===== config.mk =====
export PLATFORM = sky130hd
export DESIGN_NAME = ej32_boot_loader
export DESIGN_NICKNAME = d
export VERILOG_FILES = /design/src/rtl/ej32_pkg.sv /design/src/rtl/ej32_boot_loader.sv
export SDC_FILE = /design/constraint.sdc
export NUM_CORES = 1
export LEC_CHECK = 0
export ABC_AREA = 1
export CAP_MARGIN = 40
export CORE_MARGIN = 3
export CORE_UTILIZATION = 35
export CTS_CLUSTER_SIZE = 40
export DETAILED_ROUTE_END_ITERATION = 12
export PLACE_DENSITY = 0.67
export SETUP_SLACK_MARGIN = 0.4
export SLEW_MARGIN = 10
export SYNTH_ARGS = -nofsm -noshare
export SYNTH_HDL_FRONTEND = slang
export SYNTH_SLANG_ARGS = --single-unit

===== constraint.sdc =====
create_clock -name clk -period 2.1 [get_ports clk]
set_clock_uncertainty 0.1 [all_clocks]
set_input_delay 0.315 -clock clk [delete_from_list [all_inputs] [get_ports clk]]
set_output_delay 0.315 -clock clk [all_outputs]
set_load 0.01 [all_outputs]

===== src/rtl/ej32_pkg.sv =====
// rtl/ej32_pkg.sv - shared eJ32 boot loader types and constants
package ej32_pkg;

    typedef enum logic [1:0] {
        HDR_HI = 2'd0,
        HDR_LO = 2'd1,
        COPY   = 2'd2,
        DONE   = 2'd3
    } boot_state_e;

    localparam int          HDR_BYTES    = 2;
    localparam logic [31:0] DEF_DST_BASE = 32'h0000_0000;
    localparam logic [15:0] DEF_MAX_LEN  = 16'h1000;

endpackage


===== src/rtl/ej32_boot_loader.sv =====
// rtl/ej32_boot_loader.sv - copies a length-prefixed boot ROM image into RAM
// and holds the core until the copy and its additive checksum are complete.
module ej32_boot_loader
    import ej32_pkg::*;
#(
    parameter logic [31:0] DST_BASE = DEF_DST_BASE,
    parameter logic [15:0] MAX_LEN  = DEF_MAX_LEN
) (
    input  logic        clk,
    input  logic        rst_n,
    input  logic        reload,
    output logic [31:0] rom_a,
    input  logic [7:0]  rom_d,
    output logic [31:0] ram_a,
    output logic [7:0]  ram_d,
    output logic        ram_we,
    output logic        cpu_hold,
    output logic        done,
    output logic        err,
    output logic [7:0]  csum
);

    boot_state_e state_q, state_d;
    logic [31:0] rom_a_q, rom_a_d;
    logic [31:0] ram_a_q, ram_a_d;
    logic [7:0]  ram_d_q, ram_d_d;
    logic        ram_we_q, ram_we_d;
    logic        err_q, err_d;
    logic [7:0]  csum_q, csum_d;
    logic [7:0]  len_hi_q, len_hi_d;
    logic [15:0] len_q, len_d;
    logic [15:0] cnt_q, cnt_d;
    logic [15:0] hdr_len;

    always_comb begin
        state_d  = state_q;
        rom_a_d  = rom_a_q;
        ram_a_d  = ram_a_q;
        ram_d_d  = ram_d_q;
        ram_we_d = 1'b0;
        err_d    = err_q;
        csum_d   = csum_q;
        len_hi_d = len_hi_q;
        len_d    = len_q;
        cnt_d    = cnt_q;
        hdr_len  = {len_hi_q, rom_d};

        case (state_q)
            HDR_HI: begin
                rom_a_d = rom_a_q + 32'd1;
                // ROM data is one cycle behind the address; byte 0 is valid once rom_a has reached 1.
                if (rom_a_q == 32'(HDR_BYTES - 1)) begin
                    len_hi_d = rom_d;
                    state_d  = HDR_LO;
                end
            end
            HDR_LO: begin
                rom_a_d = rom_a_q + 32'd1;
                cnt_d   = 16'd0;
                state_d = COPY;
                if (hdr_len > MAX_LEN) begin
                    len_d = MAX_LEN;
                    err_d = 1'b1;
                end else begin
                    len_d = hdr_len;
                end
            end
            COPY: begin
                rom_a_d = rom_a_q + 32'd1;
                if (cnt_q == len_q) begin
                    state_d = DONE;
                end else begin
                    ram_we_d = 1'b1;
                    ram_a_d  = DST_BASE + {16'd0, cnt_q};
                    ram_d_d  = rom_d;
                    csum_d   = csum_q + rom_d;
                    cnt_d    = cnt_q + 16'd1;
                end
            end
            DONE: begin
                if (reload) begin
                    state_d = HDR_HI;
                    rom_a_d = 32'd0;
                    ram_a_d = DST_BASE;
                    csum_d  = 8'd0;
                    err_d   = 1'b0;
                    cnt_d   = 16'd0;
                end
            end
            default: state_d = HDR_HI;
        endcase
    end

    always_ff @(posedge clk or negedge rst_n) begin
        if (!rst_n) begin
            state_q  <= HDR_HI;
            rom_a_q  <= 32'd0;
            ram_a_q  <= DST_BASE;
            ram_d_q  <= 8'd0;
            ram_we_q <= 1'b0;
            err_q    <= 1'b0;
            csum_q   <= 8'd0;
            len_hi_q <= 8'd0;
            len_q    <= 16'd0;
            cnt_q    <= 16'd0;
        end else begin
            state_q  <= state_d;
            rom_a_q  <= rom_a_d;
            ram_a_q  <= ram_a_d;
            ram_d_q  <= ram_d_d;
            ram_we_q <= ram_we_d;
            err_q    <= err_d;
            csum_q   <= csum_d;
            len_hi_q <= len_hi_d;
            len_q    <= len_d;
            cnt_q    <= cnt_d;
        end
    end

    assign rom_a    = rom_a_q;
    assign ram_a    = ram_a_q;
    assign ram_d    = ram_d_q;
    assign ram_we   = ram_we_q;
    assign err      = err_q;
    assign csum     = csum_q;
    assign done     = (state_q == DONE);
    assign cpu_hold = (state_q != DONE);

endmodule


# ---- Word level (Yosys, flattened, before mapping)
# Index checks and enable logic that the tools add are counted.
dict set report totals {
  out_inout_bits 84
  romBits 0
  ram_bits 0
  ff_bits 124
  n_memories 0
  input_bits 11
  latchBits 0
}
dict set report classes {
  bitwise_logic 1
  shifts 0
  eq_ne 11
  n_mux 20
  n_addsub 3
  reduce_logical 11
  div_mod_pow 0
  multipliers 0
  magnitude_cmp 1
}
# op count
set ops {}
lappend ops {{32-bit one-hot mux with 2 select lines} 2}
lappend ops {{32-bit two-way mux} 2}
lappend ops {{16-bit two-way mux} 3}
lappend ops {{16-bit one-hot mux with 3 select lines} 1}
lappend ops {{32-bit by 1-bit adder with 32-bit output, second input constant} 1}
lappend ops {{32-bit by 1-bit == test with 1-bit output, second input constant} 1}
lappend ops {{16-bit by 1-bit adder with 16-bit output, second input constant} 1}
lappend ops {{16-bit == test} 1}
lappend ops {{16-bit by 13-bit > comparator with 1-bit output, second input constant} 1}
lappend ops {{8-bit two-way mux} 2}
lappend ops {{8-bit one-hot mux with 2 select lines} 1}
lappend ops {{2-bit != test, second input constant} 6}
lappend ops {{3-bit AND reduction} 4}
lappend ops {{8-bit adder} 1}
lappend ops {{2-bit one-hot mux with 4 select lines} 1}
lappend ops {{2-bit two-way mux} 3}
lappend ops {{2-bit == test, second input constant} 2}
lappend ops {{1-bit two-way mux} 4}
lappend ops {{2-bit AND reduction} 2}
lappend ops {{2-bit nonzero test} 2}
lappend ops {{3-bit nonzero test} 1}
lappend ops {{3-bit OR reduction} 1}
lappend ops {{2-bit by 1-bit == test with 1-bit output, second input constant} 1}
lappend ops {{2-bit zero test} 1}
lappend ops {{2 further kinds} 2}

# ---- Longest topological paths before layout
dict set report depth {
  word_depth 3
  mapped_depth 13
  depth_no_buf 11
}

# ---- Least setup slack after synthesis
# No wires, ideal clock.
dict set report synth_path {
  path_type {register to register}
  start {reg state_q[0]}
  end {reg cnt_q[12]}
  arrival_time_ns 1.696
  period_less_slack_ns 1.913
  setup_time_ns 0.117
  path_slack_ns 0.187
  path_stages_with_launch 10
  required_time_ns 1.883
  n_path_buf 2
  cell_sequence {dfrtp_1 ha_1 buf_2 inv_2 nor2_2 a31oi_2 nand2_4 buf_6 nand2_1 nand2_1}
}
dict set report synth_between {
  elab_chain_cells 3
}
# element line
set synth_rtl {}
lappend synth_rtl {{from (decl)} ej32_boot_loader.sv:23} ;# boot_state_e state_q, state_d;
lappend synth_rtl {{from (signal assigned)} ej32_boot_loader.sv:107} ;# state_q <= state_d;
lappend synth_rtl {{2-bit == test (*)} -}
lappend synth_rtl {{net done} ej32_boot_loader.sv:18} ;# output logic done,
lappend synth_rtl {{2-bit != test (no source line) / 3-bit nonzero test (equally long branches)} -}
lappend synth_rtl {{3-bit AND reduction (no source line)} -}
lappend synth_rtl {{to (signal assigned)} ej32_boot_loader.sv:116} ;# cnt_q <= cnt_d;
lappend synth_rtl {{to (decl)} ej32_boot_loader.sv:32} ;# logic [15:0] cnt_q, cnt_d;
# The timed path passes the listed nets; every way through them passes the cells marked *.
# A chain may end at the register's enable or synchronous reset.

# ---- Worst setup path after layout
dict set report layout_path {
  start {reg state_q[1]}
  end {out done}
}
dict set report layout_between {
  elab_chain_cells 1
}
# element line
set layout_rtl {}
lappend layout_rtl {{2-bit == test} ej32_boot_loader.sv:126} ;# assign done = (state_q == DONE);
lappend layout_rtl {{to (decl)} ej32_boot_loader.sv:18}
# No other way between the ends.

==> results.sh <==
export IMPL_cts_made_buffers=9
export IMPL_dr_total_vias=6848
export IMPL_clock_insertion_delay_worst_skew_ns=0.36
export IMPL_syn_area_um2=6280
export IMPL_drt_antenna_violating_nets=0
export IMPL_netlist_cell_type_count=40
export IMPL_worst_path_max_fanout=4
export IMPL_finalWorstPathRequiredPeriod_ns=1.88
export IMPL_drive_above_1_share=0.332
export IMPL_timing_critical_path_from="state_q[1]$_DFFE_PN0P_"
export IMPL_multi_input_comb_area_um2=3790
export IMPL_die_width_um=140
export IMPL_port_buffers=78
export IMPL_finalPower_mw=3.90
export IMPL_yosys_area_share_xor_xnor=0.0195
export IMPL_vdd_ir_drop_max_mv=0.355
export IMPL_cts_root_buf="clkbuf_16"
export IMPL_gp_congestion=0.960
export IMPL_dieHeight_um=140
export IMPL_synth_simple_area_share=0.340
export IMPL_timing_worst_setup_path_type="reg2out"
export IMPL_grt_pass1_wl_um=31200
export IMPL_postSynthRegisterBits=108
export IMPL_fmax_ghz=0.531
export IMPL_crit_required_ns=1.68
export IMPL_post_synth_cell_area_avg_um2=7.19
export IMPL_number_of_global_route_vias_before_repair=5988
export IMPL_grt_overflow=0
export IMPL_initial_utilization=0.360
export IMPL_layoutNonFillerInstCount=1329
export IMPL_synth_compound_area_share=0.0654
export IMPL_layout_stage_area_growth_over_the_synthesis_result_pct=57.3
export IMPL_route_detailed_drc=0
export IMPL_synth_yosys_warnings=0
export IMPL_final_ws_setup_ns=0.218
export IMPL_hp_class="in2async"
export IMPL_grt_max_degree=38
export IMPL_worst_setup_hold_path_clk_slew_ns=0.08
export IMPL_grt_setup_unrepaired="yes"
export IMPL_finalCritPeriodShare=0.896
export IMPL_nNetsFinal=1126
export IMPL_detailedRoute_firstIterationViolations=604
export IMPL_synth_adder_area_share=0.0331
export IMPL_synthCells=873
export IMPL_drt_pass1_iter_count=4
export IMPL_filler_cell_count=1455
export IMPL_wl_um=22200
export IMPL_cts_htree_levels=3
export IMPL_antenna_diode_count=0
export IMPL_global_route_usage_total=0.196
export IMPL_io_pin_count=95
export IMPL_via_count_normalized_by_instance_count=5.15
export IMPL_dpl_worst_slack_ns=-0.00677
export IMPL_cellLeakagePower_nw=4.85
export IMPL_cp_data_arrival_time_ns=1.47
export IMPL_clock_tree_buf_depth=2
export IMPL_post_drt_wl_per_cell_um=16.7
export IMPL_hpwl_um=12800
export IMPL_fp_row_count=48
export IMPL_design_core_area_um2=17400
export IMPL_final_seq_area_um2=2730
export IMPL_antenna_found_initial=0
export IMPL_clkSinkCount=108
export IMPL_seq_area_frac_synth=0.431
export IMPL_crit_path_start_kind="flop"
export IMPL_drv_slew=0
export IMPL_regToRegStartpoint="state_q[1]$_DFFE_PN0P_"
export IMPL_power_density_nw_per_um2=395
export IMPL_post_place_cells=1189
export IMPL_synth_top_family_by_area="simple AND/OR/NAND/NOR gates"
export IMPL_drv_max_cap_violation_count=0
export IMPL_yosys_mux_area_fraction=0.00478
export IMPL_tritoncts="done"
export IMPL_setup_violations_final=0
export IMPL_fp_dieArea_um2=19600
export IMPL_outcome="completed"
export IMPL_hold_violations=0
export IMPL_endpoint_kind="primary output"
==> timing repair <==
item                       in CTS  in global routing
hold endpoints to repair       15                  0
setup buffers                  73                 34
gates resized for setup       138                243
cloned                          6                 10
pin swaps                      43                 74
setup endpoints to repair     138                113
hold buffers                    1                  0
==> per-layer routing <==
| metal | part of all wire | track usage | up-vias |
|---|---|---|---|
| met3 | 0.075 | 0.0311 | 57 |
| met2 | 0.47 | 0.300 | 314 |
| li1 | - | - | 3204 |
| met1 | 0.43 | 0.284 | 3273 |
| met5 | 0 | 0 | - |
| met4 | 0.027 | 0.0637 | 0 |
==> final timing paths <==
kind / slack [ns] / cells past startpoint / end
worst max-delay path: 0.22 / 5 / done
worst min-delay path: 0.27 / 2 / ram_a[12]$_DFFE_PN0P_
worst max register to register: 0.23 / 10 / cnt_q[8]$_DFFE_PN0P_
worst min register to register: 0.37 / 2 / ram_a[2]$_DFFE_PN0P_
max in group asynchronous: 1.05 / 3 / cnt_q[10]$_DFFE_PN0P_
min in group clk: 0.27 / 3 / len_q[3]$_DFFE_PN0N_
==> where the power goes <==
group	total [mW]	internal [mW]	switching, mW
logic	0.168	0.0541	0.114
registers	2.08	2.08	0.000602
clock network	1.65	0.815	0.840
==> registers in the layout, indices dropped and copies added (netlist names) <==
signal    count
cnt_q        16
ram_d         8
csum          8
len_hi_q      8
ram_we        1
ram_a        16
len_q        16
rom_a        32
state_q       2
err           1
==> per-stage QoR <==
stage               hold slack, ns   util  instance area, µm²   TNS, ns
floorplan                  -0.0806      -                6370         0
detailed placement           0.110  0.430                7490  -0.00677
global route                 0.261  0.567                9870         0
CTS                          0.273  0.498                8670         0
finish                       0.267  0.567                9870         0
global placement             0.110  0.430                7490   -0.0151
==> worst max-delay path: stages, from the launching register on <==
cell and delay (ns):
dfrtp_1 0.40, buf_4 0.14, buf_6 0.11, ha_4 0.20, buf_4 0.15, buf_6 0.11
==> layout by cell type (no fill, tap or decap), types with 5 or more instances in the layout <==
cell             instances
nand2_1                248
conb_1                  16
dfrtp_2                 20
ha_4                     8
nor2_4                  13
clkdlybuf4s50_1         21
o21ai_0                 19
nand3_2                 22
nand2_8                  7
inv_2                   13
nand2_4                 14
xor2_1                  10
o21ai_1                 29
inv_1                   85
clkbuf_16               13
a21oi_1                  7
buf_12                  10
nand4_1                 22
nand3_1                 46
nor2_2                  22
o21ai_2                  8
dlygate4sd2_1           38
buf_6                   40
nand2_2                 28
dfrtp_1                 88
dlymetal6s2s_1          16
buf_8                    5
nor3_2                   6
nor2_1                  65
buf_4                  101
ha_1                     6
==> cell type report <==
type | instances | area share
repair buffers | 237 | 0.239
repair inverters | 1 | 0.000760
clock inverters | 7 | 0.00520
inverters | 105 | 0.0430
clock buffers | 9 | 0.0228
flip-flops and latches | 108 | 0.276
multi-input cells | 637 | 0.384
well taps | 225 | 0.0285
==> logic make-up (layout without fill, tap and decap cells) <==
| family | count (synthesis) | count (layout) |
|---|---|---|
| flops | 108 | 108 |
| buf+inv | 148 | 359 |
| other cells | 1 | 16 |
| simple gates | 506 | 511 |
| mux | 3 | 3 |
| fa+ha+maj | 16 | 16 |
| xor+xnor | 14 | 14 |
| compound gates | 77 | 77 |
==> Yosys cell counts <==
library cell	instances	area share
nand3b_1	1	0.0012
a31oi_1	1	0.0010
buf_2	10	0.0080
o21ai_1	1	0.00080
fa_1	1	0.0032
nand3_4	1	0.0028
a31oi_2	1	0.0020
nor3b_1	1	0.0012
nand2_2	1	0.0010
buf_1	3	0.0018
or2_2	2	0.0020
inv_1	102	0.061
and2_1	2	0.0020
clkbuf_2	1	0.00080
o22ai_1	7	0.0070
clkinv_1	1	0.00060
nand2_1	289	0.17
dfrtp_1	108	0.43
nor4_1	2	0.0020
nor2_1	96	0.057
conb_1	1	0.00060
inv_2	2	0.0012
nor2_4	3	0.0054
o31ai_1	1	0.0012
nor2_2	1	0.0010
xnor2_1	4	0.0056
mux2i_1	3	0.0048
o21ai_0	56	0.045
a21oi_1	8	0.0064
a22oi_1	1	0.0012
o21a_1	1	0.0012
nand4_1	22	0.022
nand2_4	2	0.0036
buf_6	3	0.0054
nor3_1	14	0.011
buf_4	19	0.023
xor2_1	10	0.014
clkbuf_1	7	0.0042
nand3_1	69	0.055
ha_1	15	0.030
(Power assumes the default switching activity.)
